$ cat src/rtl/mem_sweep_arbiter.sv
// Owns one 1-cycle-latency, read-first block RAM and shares its read port between host reads and a
// checksum sweep over every word; the write port belongs to the host alone.
module mem_sweep_arbiter #(
    parameter int WID_MEM    = 15,
    parameter int DEPTH_MEM  = 1024,
    parameter int STARVE_MAX = 4
) (
    input  logic               clk,
    input  logic               reset,
    input  logic               host_req,
    input  logic               host_we,
    input  logic [31:0]        host_addr,
    input  logic [WID_MEM-1:0] host_wdata,
    output logic               host_gnt,
    output logic               host_rvalid,
    output logic [WID_MEM-1:0] host_rdata,
    input  logic               sweep_start,
    output logic               sweep_busy,
    output logic               sweep_done,
    output logic [31:0]        sweep_sum,
    output logic [WID_MEM-1:0] sweep_xor,
    output logic [31:0]        mem_raddr,
    input  logic [WID_MEM-1:0] mem_dout,
    output logic               mem_we,
    output logic [31:0]        mem_waddr,
    output logic [WID_MEM-1:0] mem_din,
    output logic [1:0]         dbg_state
);

    typedef enum logic [1:0] {S_IDLE, S_SWEEP, S_DRAIN, S_DONE} state_t;

    localparam int              CW       = $clog2(STARVE_MAX + 1);
    localparam logic [31:0]     DEPTH_W  = 32'(DEPTH_MEM);
    localparam logic [31:0]     LAST_W   = 32'(DEPTH_MEM - 1);
    localparam logic [CW-1:0]   STARVE_W = CW'(STARVE_MAX);

    state_t             r_state;
    logic [31:0]        r_ptr;
    logic [CW-1:0]      r_starve_cnt;
    logic               r_rd_inflight;
    logic               r_host_rvalid;
    logic               r_host_in_range;
    logic               r_busy;
    logic               r_done;
    logic [31:0]        r_sum;
    logic [WID_MEM-1:0] r_xor;

    logic w_in_sweep;
    logic w_host_rd;
    logic w_starved;
    logic w_host_rd_gnt;
    logic w_sweep_rd;
    logic w_in_range;

    // Valid/ready: host_req is a one-cycle offer; host_gnt in the same cycle means it was taken.
    // A refused host read is lost and must be re-requested. Read data follows a granted read by one cycle.
    assign w_in_sweep    = (r_state == S_SWEEP);
    assign w_host_rd     = host_req & ~host_we;
    assign w_starved     = w_in_sweep & (r_starve_cnt == STARVE_W);
    assign w_host_rd_gnt = w_host_rd & ~w_starved & ~reset;
    assign w_sweep_rd    = w_in_sweep & (~w_host_rd | w_starved) & ~reset;
    assign w_in_range    = (host_addr < DEPTH_W);

    assign host_gnt  = host_req & ~reset & (host_we | ~w_starved);
    assign mem_we    = host_req & host_we & w_in_range & ~reset;
    assign mem_waddr = mem_we ? host_addr : '0;
    assign mem_din   = mem_we ? host_wdata : '0;
    assign mem_raddr = w_sweep_rd ? r_ptr : (w_host_rd_gnt ? host_addr : '0);

    // Out-of-range reads still complete, returning zero instead of whatever the RAM drives.
    assign host_rvalid = r_host_rvalid;
    assign host_rdata  = (r_host_rvalid & r_host_in_range) ? mem_dout : '0;

    assign sweep_busy = r_busy;
    assign sweep_done = r_done;
    assign sweep_sum  = r_sum;
    assign sweep_xor  = r_xor;
    assign dbg_state  = r_state;

    always_ff @(posedge clk) begin
        if (reset) begin
            r_state         <= S_IDLE;
            r_ptr           <= '0;
            r_starve_cnt    <= '0;
            r_rd_inflight   <= 1'b0;
            r_host_rvalid   <= 1'b0;
            r_host_in_range <= 1'b0;
            r_busy          <= 1'b0;
            r_done          <= 1'b0;
            r_sum           <= '0;
            r_xor           <= '0;
        end else begin
            r_host_rvalid   <= w_host_rd_gnt;
            r_host_in_range <= w_in_range;
            r_rd_inflight   <= w_sweep_rd;

            if (r_rd_inflight) begin
                r_sum <= r_sum + 32'(mem_dout);
                r_xor <= r_xor ^ mem_dout;
            end

            if (!w_in_sweep || w_sweep_rd) begin
                r_starve_cnt <= '0;
            end else if (w_host_rd_gnt) begin
                r_starve_cnt <= r_starve_cnt + CW'(1);
            end

            case (r_state)
                S_IDLE: begin
                    r_done <= 1'b0;
                    if (sweep_start) begin
                        r_state <= S_SWEEP;
                        r_ptr   <= '0;
                        r_sum   <= '0;
                        r_xor   <= '0;
                        r_busy  <= 1'b1;
                    end
                end
                S_SWEEP: begin
                    if (w_sweep_rd) begin
                        r_ptr <= r_ptr + 32'd1;
                        if (r_ptr == LAST_W) begin
                            r_state <= S_DRAIN;
                        end
                    end
                end
                S_DRAIN: begin
                    // Last word lands this cycle; done is raised for the following one.
                    r_state <= S_DONE;
                    r_done  <= 1'b1;
                    r_busy  <= 1'b0;
                end
                default: begin
                    r_done  <= 1'b0;
                    r_state <= S_IDLE;
                end
            endcase
        end
    end

endmodule
$ cat config.mk
export PLATFORM = sky130hd
export DESIGN_NAME = mem_sweep_arbiter
export DESIGN_NICKNAME = d
export VERILOG_FILES = /design/src/rtl/mem_sweep_arbiter.sv
export SDC_FILE = /design/constraint.sdc
export NUM_CORES = 1
export LEC_CHECK = 0
export CORE_MARGIN = 2
export CORE_UTILIZATION = 44
export DETAILED_ROUTE_END_ITERATION = 6
export PLACE_DENSITY_LB_ADDON = 0.08
export SLEW_MARGIN = 20
export SYNTH_ARGS = -nofsm -noshare
export SYNTH_HDL_FRONTEND = slang
export SYNTH_SLANG_ARGS = --single-unit
export TNS_END_PERCENT = 100
$ cat constraint.sdc
create_clock -name clk -period 3.1 [get_ports clk]
set_input_delay 0.465 -clock clk [delete_from_list [all_inputs] [get_ports clk]]
set_output_delay 0.465 -clock clk [all_outputs]
set_load 0.05 [all_outputs]
==> qor.csv <==
metric;value;unit
Clk Latency, worst-skew pair;350;ps
final period demand of the worst path;2980;ps
PwrDens;424;mW/mm²
Setup WS post-layout;125;ps
count of different cell masters after synthesis;47;
# DRC;0;
Synth area leader;dfxtp_1;
Syn. warnings;0;
Post-Layout Cell Count;979;
Initial DRC Count;242;
# nets final;920;
# rows;39;
number of global-route vias before repair;5078;
Die W;113;µm
Synth Flop Type;dfxtp_1;
RD Place Congestion;0.894;
Layout area overhead;60.0;%
Setup Fix Bufs, Post-CTS;0;
CP Class;in -> out;
area of the multi-input gates;0.00327;mm²
pin count of the biggest net entering global routing;35;
Hold Path Class;reg -> reg;
CP Capture Type;output pin;
Seq/Total Area, Yosys;34.4;%
Rel. slew slack;52.5;%
Power, Total;3510;µW
Clock Tree Root;clkbuf_16;
Tot GR Track Use;24.1;%
share of layout cells above drive strength 1;15.8;%
crit path DAT;2510;ps
CTS Sinks;89;
Worst-Margin Slew;708;ps
global route overflow;0;
CP required;2630;ps
Port Buffers;192;
CP Max Fanout;7;
htree depth;3;
# IOs;215;
total CTS buffers;9;
Final Cycle Share;96.0;%
die outline height;113;µm
CTS Buffer Depth;2;
global-route wire length before repair;25000;µm
DR pass1 iterations;4;
post-route ant nets;0;
final setup vio count;0;
CTS clk-pin slew, worst paths;60;ps
routed len/inst;16.2;µm
die area;0.0127;mm²
CTS tree;built;
pre-CTS setup slack;-121;ps
Leakage;0.00328;µW
syn avg cell area;8.16;µm²
n_diodes;0;
drt total wl;15900;µm
Pins Over Slew Limit;0;
Initial Util;45.2;%
Synth top area share;34.4;%
Cells after Synth;635;
startpoint types;input port;
synthesis-stage register bit count;89;
initial antenna violation count;0;
Max IR drop VDD;0.517;mV
Hold Fails Final Rpt;0;
Core Box Area;0.0115;mm²
synthesized area;0.00518;mm²
Reg area;0.00178;mm²
Final Skew;6.80;ps
placed cells;961;
maxcap violations;0;
DPL Wire Length;12100;µm
vias per cell;5.36;
via count;5250;
FFs w/ async S/R, synth;0;%
status;completed;
fmax;0.336;GHz
Fillers;884;
Synth area leaders;dfxtp_1, xor2_1, nor2_1;
EDFF count, synth;0;
## worst max-delay path, stage by stage
cell	delay, ps
clkdlybuf4s50_1	430
nor4_2	300
nand4_1	200
nor4_4	260
buf_4	170
and3_4	230
clkbuf_16	160
and2_4	150
buf_12	130
## power by group
group	total [µW]	switching (µW)	internal, µW
registers	1260	56.1	1210
clock network	1030	460	569
logic	1220	775	445
## what timing repair did
action	4_1_cts	5_1_grt
gates cloned	0	2
pin swaps	0	5
hold buffers	0	0
gates resized for setup	3	34
setup endpoints to repair	26	26
## metal layers
| metal | vias up | GRT usage [%] | share of wire (%) |
|---|---|---|---|
| met1 | 2518 | 28.4 | 42 |
| met5 | - | 0 | 0 |
| met3 | 24 | 6.70 | 5.3 |
| met2 | 162 | 42.9 | 51 |
| met4 | 0 | 6.99 | 1.7 |
| li1 | 2546 | - | - |
## worst paths after layout
kind	slack [ps]	endpoint	start	cells after the start
max	120	mem_waddr[6]	host_addr[12]	9
min	450	r_starve_cnt[0]$_SDFFE_PP0P_	r_starve_cnt[0]$_SDFFE_PP0P_	1
max reg2reg	540	sweep_sum[20]$_SDFF_PP0_	sweep_sum[0]$_SDFF_PP0_	9
min reg2reg	450	r_starve_cnt[0]$_SDFFE_PP0P_	r_starve_cnt[0]$_SDFFE_PP0P_	1
## stage by stage
step | utilization [%] | area [µm²] | hold WS, ps | setup TNS, ps
6_report | 72.3 | 8290 | 454 | 0
3_3_place_gp | 68.5 | 7850 | 424 | -3140
5_1_grt | 72.3 | 8290 | 474 | -141
3_5_place_dp | 68.5 | 7850 | 447 | -2980
4_1_cts | 71.1 | 8150 | 458 | 0
2_1_floorplan | - | 5260 | 417 | 0
## cells in the mapped netlist (2+ instances only)
cell,instances
nor2_1,98
dfxtp_1,89
xor2_1,52
nand2_1,49
a22o_1,32
and2_1,28
a21oi_1,26
and3_1,25
clkbuf_1,23
buf_4,22
ha_1,21
nand3_1,21
o21ai_0,19
xnor2_1,18
inv_1,13
mux2i_1,13
nand4_1,11
nor4_1,11
a21o_1,8
nor2b_1,7
or3_1,7
a211oi_1,6
nor3_1,6
o31ai_1,3
a31oi_1,2
and3_2,2
buf_2,2
nor3_2,2
## cells in the final DEF (no fill, tap or decap), types with 13 or more instances in the layout
cell             count
clkdlybuf4s50_1    129
nor2_1              97
dfxtp_1             89
buf_12              61
xor2_1              52
nand2_1             49
a22o_1              32
a21oi_1             26
and2_4              25
and3_1              24
conb_1              22
nand3_1             21
ha_1                21
o21ai_0             19
xnor2_1             18
buf_4               16
inv_1               13
mux2i_1             13
## final cells by class
type | count | area share, %
clock buffers | 11 | 2.93
clock inverters | 5 | 0.483
inverters | 13 | 0.589
multi-input cells | 506 | 39.5
flip-flops and latches | 89 | 21.5
well taps | 143 | 2.16
repair buffers | 212 | 32.8
## cells by family after synthesis
| kind of cell | after synthesis | synth area share, % |
|---|---|---|
| buf+inv | 61 | 6.06 |
| other cells | 1 | 0.0724 |
| fa+ha+maj | 22 | 5.46 |
| mux | 13 | 2.51 |
| simple gates | 272 | 25.4 |
| compound gates | 107 | 14.3 |
| flops | 89 | 34.4 |
| xor+xnor | 70 | 11.8 |
## registers in the layout (all words and copies together) (netlist names)
| register | flops |
|---|---|
| sweep_busy | 1 |
| sweep_done | 1 |
| r_host_in_range | 1 |
| r_ptr | 32 |
| sweep_sum | 32 |
| host_rvalid | 1 |
| sweep_xor | 15 |
| dbg_state | 2 |
| r_rd_inflight | 1 |
| r_starve_cnt | 3 |
Note: power is estimated with default switching activity, not from simulation.
